==> config.mk <==
export PLATFORM = sky130hd
export DESIGN_NAME = queue_ctrl_2x123
export DESIGN_NICKNAME = d
export VERILOG_FILES = /design/src/rtl/queue_ctrl_2x123.sv
export SDC_FILE = /design/constraint.sdc
export NUM_CORES = 1
export LEC_CHECK = 0
export BUFFER_PORTS_ARGS = -buffer_cell sky130_fd_sc_hd__buf_2
export CAP_MARGIN = 20
export CORE_AREA = 2 2 195 197
export CTS_CLUSTER_SIZE = 8
export DETAILED_ROUTE_END_ITERATION = 16
export DIE_AREA = 0 0 197 199
export PLACE_DENSITY = 0.4
export SETUP_SLACK_MARGIN = 0.1
export SLEW_MARGIN = 20
export SYNTH_ARGS = -nofsm -noshare
export SYNTH_HDL_FRONTEND = slang
export SYNTH_SLANG_ARGS = --single-unit
export TNS_END_PERCENT = 30
==> constraint.sdc <==
create_clock -name clock -period 1.29 [get_ports clock]
set_input_delay 0.1935 -clock clock [delete_from_list [all_inputs] [get_ports clock]]
set_output_delay 0.1935 -clock clock [all_outputs]
set_load 0.1 [all_outputs]
==> src/rtl/queue_ctrl_2x123.sv <==
// 2-entry ready/valid FIFO control over ram_2x123; 1-cycle enq->deq latency, enq_ready=!full (no deq_ready path).
// Optional QUEUE_FLOW_EN: zero-latency combinational bypass when empty.
module queue_ctrl_2x123 #(
  parameter int WIDTH = 123,
  parameter int DEPTH = 2
) (
  input  logic             clock,
  input  logic             reset,
  input  logic             enq_valid,
  output logic             enq_ready,
  input  logic [WIDTH-1:0] enq_bits,
  output logic             deq_valid,
  input  logic             deq_ready,
  output logic [WIDTH-1:0] deq_bits,
  output logic [1:0]       count,
  output logic             ram_W0_addr,
  output logic             ram_W0_en,
  output logic [WIDTH-1:0] ram_W0_data,
  output logic             ram_R0_addr,
  output logic             ram_R0_en,
  input  logic [WIDTH-1:0] ram_R0_data
);

  if (DEPTH != 2) begin : g_bad_depth
    $error("queue_ctrl_2x123 supports DEPTH=2 only");
  end

  logic enq_ptr, deq_ptr, maybe_full;
  logic ptr_match, empty, full;
  logic do_enq, do_deq, flow_thru, upd_enq, upd_deq;

  assign ptr_match = (enq_ptr == deq_ptr);
  assign empty     = ptr_match & ~maybe_full;
  assign full      = ptr_match &  maybe_full;

  always_comb begin
    enq_ready = ~full;
`ifdef QUEUE_FLOW_EN
    // Bypass: an empty queue forwards the incoming payload straight to deq.
    deq_valid = ~reset & (~empty | enq_valid);
    deq_bits  = empty ? enq_bits : ram_R0_data;
`else
    deq_valid = ~reset & ~empty;
    deq_bits  = ram_R0_data;
`endif
    do_enq    = enq_valid & enq_ready & ~reset;
    do_deq    = deq_valid & deq_ready;
`ifdef QUEUE_FLOW_EN
    flow_thru = empty & do_enq & do_deq;
`else
    flow_thru = 1'b0;
`endif
    upd_enq   = do_enq & ~flow_thru;
    upd_deq   = do_deq & ~flow_thru;
  end

  assign count       = {full, enq_ptr ^ deq_ptr};
  assign ram_W0_addr = enq_ptr;
  assign ram_W0_en   = upd_enq;
  assign ram_W0_data = enq_bits;
  assign ram_R0_addr = deq_ptr;
  assign ram_R0_en   = deq_valid;

  always_ff @(posedge clock) begin
    if (reset) begin
      enq_ptr    <= 1'b0;
      deq_ptr    <= 1'b0;
      maybe_full <= 1'b0;
    end else begin
      if (upd_enq) enq_ptr <= ~enq_ptr;
      if (upd_deq) deq_ptr <= ~deq_ptr;
      if (upd_enq != upd_deq) maybe_full <= upd_enq;
    end
  end

endmodule

After elaboration in Yosys (flattened, before gate mapping)
Cells that the tools add are included.
{"block": "classes", "n_eq_ne": 2, "bitwise_logic": 13}
{"operator": "$and A1 B1 Y1", "n": 6}
{"operator": "$not A1 Y1", "n": 6}
{"operator": "$eq A1 B1 Y1", "n": 1}
{"operator": "$ne A1 B1 Y1", "n": 1}
{"operator": "$xor A1 B1 Y1", "n": 1}
{"block": "word_totals", "ff_bits": 3, "output_inout_bits": 254, "elab_cells": 18}

Longest topological paths before layout
Gate-level depths: netlist of the first run.
{"block": "depth", "word_depth": 6, "mapped_depth": 5}

Least setup slack after synthesis of the first run
OpenSTA, ideal clock, no wires.
{"block": "synth_path", "path_kind": "register to output", "start": "reg deq_ptr (netlist: ram_R0_addr)", "end": "out ram_R0_en", "arrival_time_ns": 3.744, "required_time_ns": 1.097, "path_slack_ns": -2.648, "path_stages_with_launch": 6, "path_buffers": 1, "path_cell_list": "dfxtp_1 -> xnor2_1 -> inv_1 -> nor2_1 -> nor2_1 -> buf_4"}
{"block": "synth_via", "elab_chain_len": 4}
{"item": "start: declaration", "line": "28", "source": "logic enq_ptr, deq_ptr, maybe_full;"}
{"item": "start signal: assignment", "line": "71", "source": "if (upd_deq) deq_ptr <= ~deq_ptr;"}
{"item": "$eq A1 B1 Y1", "line": "32", "source": "assign ptr_match = (enq_ptr == deq_ptr);"}
{"item": "$and A1 B1 Y1", "line": "33", "source": "assign empty = ptr_match & ~maybe_full;"}
{"item": "$not A1 Y1", "line": "43", "source": "deq_valid = ~reset & ~empty;"}
{"item": "$and A1 B1 Y1", "line": "43"}
{"item": "end: declaration", "line": "20", "source": "output logic ram_R0_en,"}
No other way between the ends.

Final worst setup path of the first run
{"block": "layout_path", "start": "reg enq_ptr (netlist: ram_W0_addr)", "end": "out ram_W0_en"}
{"block": "layout_via", "elab_chain_len": 5}
{"item": "start: declaration", "line": "28"}
{"item": "start signal: assignment", "line": "70", "source": "if (upd_enq) enq_ptr <= ~enq_ptr;"}
{"item": "$eq A1 B1 Y1", "line": "32"}
{"item": "$and A1 B1 Y1", "line": "34", "source": "assign full = ptr_match & maybe_full;"}
{"item": "$not A1 Y1", "line": "37", "source": "enq_ready = ~full;"}
{"item": "$and A1 B1 Y1 (2 in a row)", "line": "46", "source": "do_enq = enq_valid & enq_ready & ~reset;"}
{"item": "end: declaration", "line": "17", "source": "output logic ram_W0_en,"}
No other way between the ends.

==> results of run 1 <==
==> cell families (layout without fill, tap and decap cells) <==
group / Yosys count / after routing / share of synthesized area [%]
AO/OA/AOI/OAI: 4 / 4 / 1.653
XOR/XNOR: 1 / 1 / 0.4287
buffers and inverters: 250 / 21 / 91.49
flip-flops: 3 / 3 / 2.939
AND/OR/NAND/NOR: 11 / 11 / 3.491
==> registers in the layout, indices dropped and copies added (netlist names) <==
name	cells
maybe_full	1
ram_W0_addr	1
ram_R0_addr	1
==> how the worst max path moves through the flow <==
| stage | startpoint | to | slack [ns] | cells after the start |
|---|---|---|---|---|
| 3_5_place_dp | ram_W0_addr$_SDFFE_PP0P_ | ram_W0_en | -0.02 | 4 |
| 4_1_cts | ram_W0_addr$_SDFFE_PP0P_ | ram_W0_en | -0.26 | 4 |
| 5_1_grt | ram_W0_addr$_SDFFE_PP0P_ | ram_W0_en | -0.27 | 4 |
| 2_1_floorplan | ram_W0_addr$_SDFFE_PP0P_ | ram_R0_en | -0.82 | 5 |
| 6_report | ram_W0_addr$_SDFFE_PP0P_ | ram_W0_en | -0.24 | 4 |
| 3_3_place_gp | ram_W0_addr$_SDFFE_PP0P_ | ram_W0_en | -0.02 | 4 |
==> worst max-delay path: cells and delay by family (launching register included) <==
family | cells | cell delay (ns)
AND/OR/NAND/NOR | 2 | 0.40
flip-flops | 1 | 0.35
buffers and inverters | 1 | 0.20
XOR/XNOR | 1 | 0.15
==> layout by cell type, fill, tap and decap left out, drive strengths merged <==
master    netlist  layout
dfxtp           3       3
inv             2       1
a21oi           1       1
nand3b          1       1
nand3           2       2
clkinvlp        0       1
a311oi          1       1
o21bai          1       1
or2b            2       2
a31oi           1       1
nand2b          1       1
clkbuf          0       4
buf           248      15
nor3b           1       1
and2            1       1
nor2            3       3
xnor2           1       1
==> power by group <==
group	switching, mW	internal (mW)
Combinational	0.288	0.172
Sequential	0.0155	0.103
Clock	0.0839	0.408
==> what timing repair did <==
item                       4_1_cts  5_1_grt
resized for setup                0        0
pin swaps                        1        0
setup endpoints to repair        6        6
==> per-layer routing <==
metal / vias up / track usage (%)
li1: 111 / -
met1: 197 / 1.327
met2: 232 / 4.083
met3: 110 / 5.392
met4: 0 / 5.124
met5: - / 0
==> per-stage QoR <==
stage	cell area (um^2)	instances
floorplan	2107	269
detailed placement	1031	510
CTS	1110	514
global route	1110	514
global placement	1031	510
finish	1110	514
==> final cells by class <==
type / instances / area (um^2) / area share [%]
Clock buffer: 4 / 78.83 / 7.103
Inverter: 2 / 11.26 / 1.015
Multi-Input combinational cell: 16 / 153.9 / 13.87
Sequential cell: 3 / 67.56 / 6.088
Tap cell: 474 / 593.1 / 53.44
Timing Repair Buffer: 15 / 205.2 / 18.49
==> impl_metrics.py, run 1 <==
metrics = {
    "global_route": {
        "grt_pass1_vias": 788,
        "grt_antenna_before_repair": 0,
        "track_usage_pct": 3.407,
        "grt_pass1_wl_um": 8418,
        "grt_max_degree": 8,
        "overflow": 0,
    },
    "finish": {
        "fill_cells": 4416,
        "fin_nets": 291,
        "final_core_util_pct": 2.989,
        "n_antenna_cell": 0,
        "area_growth_syn_to_layout_pct": -45.68,
        "drive_gt1_share_pct": 67.50,
    },
    "critical_path": {
        "r2r_cells": 3,
        "worstPathCellList": "xnor2_4 > and2_4 > nor3b_4 > buf_12",
        "reg2reg_to": "ram_R0_addr$_SDFFE_PP0P_",
        "cpPeakStageDelay_ns": 0.35,
        "rrSetupSlack_ns": 0.17,
        "arrival_ns": 1.34,
        "critical-path-slowest-cell": "dfxtp_4",
        "cp-end-kind": "output port",
        "startpoint_type": "register",
        "path_max_fanout": 3,
        "crit_type": "reg -> out",
        "worstReg2RegStart": "ram_W0_addr$_SDFFE_PP0P_",
        "required_ns": 1.10,
    },
    "sta": {
        "worst_clock_skew_ns": 0.0007062,
        "slew_violations": 0,
        "max_freq_mhz": 653.5,
        "setup_viol": 6,
        "tightestPinTransition_ns": 0.2623,
        "period_needed_ns": 1.530,
        "timing.setup.tns_ns": -0.9618,
        "rsz0062_at_grt": "true",
        "layout_setup_ws_ns": -0.2403,
        "period_share_pct": 118.6,
        "whs_ns": 0.2340,
        "hold_viol": 0,
        "relSlewSlack_pct": 82.49,
    },
    "place": {
        "post-place-ws_ns": -0.02417,
        "gp_congestion": 0.5675,
        "port_buffers": 11,
        "place_hpwl_um": 6318,
    },
    "clocking": {
        "cts_sinks": 3,
        "clk_latency_ns": 0.22,
        "cts_tree": "yes",
        "cts_setup_buffers": 0,
        "ctsHtreeMaxLevel": 1,
        "path_clk_slew_ns": 0.03,
        "hold_buffers": 0,
        "clock_path_buffers": 2,
        "cts_made_buffers": 3,
        "cts-root-buf": "clkbuf_16",
    },
    "synth": {
        "syn_inst": 269,
        "synthesis.area_mm2": 0.002043,
        "synthTopCellsByArea": "buf_4 91%, dfxtp_1 2.9%, a311oi_2 0.73%",
        "netlist_top_cells_count": "248 x buf_4, 3 x dfxtp_1, 3 x nor2_1",
        "ys_async_sr_fraction_pct": 0,
        "ys_ff_latch": 3,
        "synth_edf_count": 0,
        "synthFlopType": "dfxtp_1",
        "synth.avg_cell_area_um2": 7.596,
        "yosysTopAreaCellShare_pct": 91.12,
        "syn_nets": 519,
        "yosys.area.top_type": "buf_4",
        "ys_seq_area_share_pct": 2.939,
        "yosysMostFrequentCell": "buf_4",
        "yosysUniqueCellTypes": 15,
        "yosys_warnings": 0,
    },
    "drt": {
        "wl_met2_um": 2788,
        "antenna_left": 0,
        "wl_met3_um": 2492,
        "drc_errors": 0,
        "dr.pass1.iters": 2,
        "first_iter_violations": 15,
        "wire_per_inst_um": 14.33,
        "top_layer": "met4",
        "num_vias": 650,
        "wl_um": 7367,
        "routed_via_density": 1.265,
        "wl_met1_um": 1016,
    },
    "job": {
        "maxCapViolCount": 0,
    },
    "die": {
        "die_width_um": 197,
        "ios": 504,
        "fp.dieArea_mm2": 0.03920,
        "fp-row-count": 71,
        "die_y_um": 199,
        "start_util_pct": 5.502,
        "core_mm2": 0.03713,
    },
    "pwr": {
        "p_leak_nw": 0.2145,
        "total_power_mw": 1.070,
        "irDropWorstVdd_v": 0.0002999,
        "power.density_mw_per_mm2": 963.9,
    },
    "worst_hold_path": {
        "hp-start": "deq_ready",
        "hold_path.class": "in -> reg",
        "min_path_cells": 2,
        "whs_endpoint": "ram_R0_addr$_SDFFE_PP0P_",
    },
    "status": {
        "run_status": "finished with violations",
        "violations": "negative setup slack",
    },
}
Power figures use the tool's default switching activity.
==> run 2, diff against run 1 <==
--- a/config.mk
+++ b/config.mk
@@ -11,7 +11,7 @@
 export CTS_CLUSTER_SIZE = 8
 export DETAILED_ROUTE_END_ITERATION = 16
 export DIE_AREA = 0 0 197 199
-export PLACE_DENSITY = 0.4
+export PLACE_DENSITY = 0.32
 export SETUP_SLACK_MARGIN = 0.1
 export SLEW_MARGIN = 20
 export SYNTH_ARGS = -nofsm -noshare
==> run 2 against run 1 <==
Effect of this change: the run still ends with negative setup slack left; maximum frequency up 1.3%; worst setup slack improved by 0.020 ns; critical path type unchanged; highest routed layer unchanged; routed wire length down 15%.
==> impl_metrics.py, run 2 (synthesis gave the netlist of run 1 again) <==
metrics = {
    "drt": {
        "antenna_left": 0,
        "routed_via_density": 1.211,
        "dr.pass1.iters": 2,
        "num_vias": 621,
        "first_iter_violations": 27,
        "drc_errors": 0,
        "wl_um": 6275,
        "wire_per_inst_um": 12.23,
    },
    "die": {
        "die_y_um": 199,
        "fp-row-count": 71,
        "fp.dieArea_mm2": 0.03920,
        "ios": 504,
        "die_width_um": 197,
        "start_util_pct": 5.502,
        "core_mm2": 0.03713,
    },
    "sta": {
        "layout_setup_ws_ns": -0.2200,
        "setup_viol": 6,
        "hold_viol": 0,
        "slew_violations": 0,
        "max_freq_mhz": 662.3,
        "worst_clock_skew_ns": 0.001365,
        "timing.setup.tns_ns": -0.8585,
        "rsz0062_at_grt": "true",
        "whs_ns": 0.2329,
        "relSlewSlack_pct": 83.01,
        "period_share_pct": 117.1,
        "period_needed_ns": 1.510,
        "tightestPinTransition_ns": 0.2545,
    },
    "global_route": {
        "overflow": 0,
        "grt_antenna_before_repair": 0,
        "track_usage_pct": 2.905,
        "grt_pass1_wl_um": 7189,
        "grt_pass1_vias": 751,
        "grt_max_degree": 8,
    },
    "pwr": {
        "p_leak_nw": 0.2092,
        "irDropWorstVdd_v": 0.0002118,
        "power.density_mw_per_mm2": 961.3,
    },
    "place": {
        "post-place-ws_ns": 0.001747,
        "gp_congestion": 0.5589,
        "place_hpwl_um": 5313,
        "port_buffers": 11,
    },
    "finish": {
        "drive_gt1_share_pct": 66.67,
        "final_cell_mix": "8 x buf_12, 3 x clkbuf_16, 3 x buf_2, 3 x buf_4",
        "final_common_cell": "buf_12",
        "fin_nets": 290,
        "n_antenna_cell": 0,
        "fill_cells": 4411,
        "area_growth_syn_to_layout_pct": -46.05,
    },
    "clocking": {
        "cts_made_buffers": 3,
        "path_clk_slew_ns": 0.03,
        "cts_tree": "yes",
        "cts-root-buf": "clkbuf_16",
        "ctsHtreeMaxLevel": 1,
        "cts_resized": 0,
        "clock_path_buffers": 2,
        "hold_buffers": 0,
        "clk_latency_ns": 0.22,
        "cts_sinks": 3,
        "cts_setup_buffers": 0,
    },
    "critical_path": {
        "path_max_fanout": 3,
        "startpoint_type": "register",
        "required_ns": 1.10,
        "crit_type": "reg -> out",
        "arrival_ns": 1.32,
        "cp-end-kind": "output port",
    },
    "status": {
        "run_status": "finished with violations",
        "violations": "negative setup slack",
    },
    "worst_hold_path": {
        "hold_path.class": "in -> reg",
    },
    "job": {
        "maxCapViolCount": 0,
    },
}
==> run 2: power by group <==
group	internal [mW]	switching [mW]
logic	0.168	0.286
registers	0.103	0.0154
clock network	0.407	0.0806
total	0.678	0.382
==> run 2: final timing paths <==
kind                             from                       end  slack [ns]  cells after the start
min reg2reg   maybe_full$_SDFFE_PP0P_   maybe_full$_SDFFE_PP0P_        0.59                      2
max          ram_W0_addr$_SDFFE_PP0P_                 ram_W0_en       -0.22                      4
min                         deq_ready  ram_R0_addr$_SDFFE_PP0P_        0.23                      2
max reg2reg  ram_W0_addr$_SDFFE_PP0P_   maybe_full$_SDFFE_PP0P_        0.17                      5
==> run 2: routing by layer <==
| metal | track usage, % | part of all wire [%] | vias up |
|---|---|---|---|
| met5 | 0 | 0 | - |
| met4 | 4.233 | 12 | 0 |
| met3 | 4.815 | 35 | 102 |
| met2 | 3.363 | 37 | 225 |
| met1 | 1.143 | 15 | 184 |
| li1 | - | - | 110 |
==> run 2: timing repair <==
item / in CTS / in global routing
pin swaps: 1 / 0
endpoints found under the setup margin: 6 / 6
hold endpoints to repair: 0 / 0
==> run 2: cell type report <==
class | count | area, um^2 | share of cell area [%]
Clock buffer | 4 | 78.83 | 7.151
Multi-Input combinational cell | 16 | 153.9 | 13.96
Timing Repair Buffer | 14 | 197.7 | 17.93
Tap cell | 474 | 593.1 | 53.80
Inverter | 2 | 11.26 | 1.022
Sequential cell | 3 | 67.56 | 6.129
==> run 2: worst max-delay path, cell delays in order (launching register included) <==
cell and delay (ns):
dfxtp_4 0.35, xnor2_4 0.15, and2_4 0.19, nor3b_4 0.20, buf_12 0.20
==> run 2: through the flow <==
stage / instance area, um^2 / std cells / util, % / total power, mW
2_1_floorplan: 2107 / 269 / - / 4.029
3_3_place_gp: 1023 / 509 / 2.756 / 0.5814
3_5_place_dp: 1023 / 509 / 2.756 / 0.5789
4_1_cts: 1102 / 513 / 2.969 / 1.077
5_1_grt: 1102 / 513 / 2.969 / 1.094
6_report: 1102 / 513 / 2.969 / 1.060
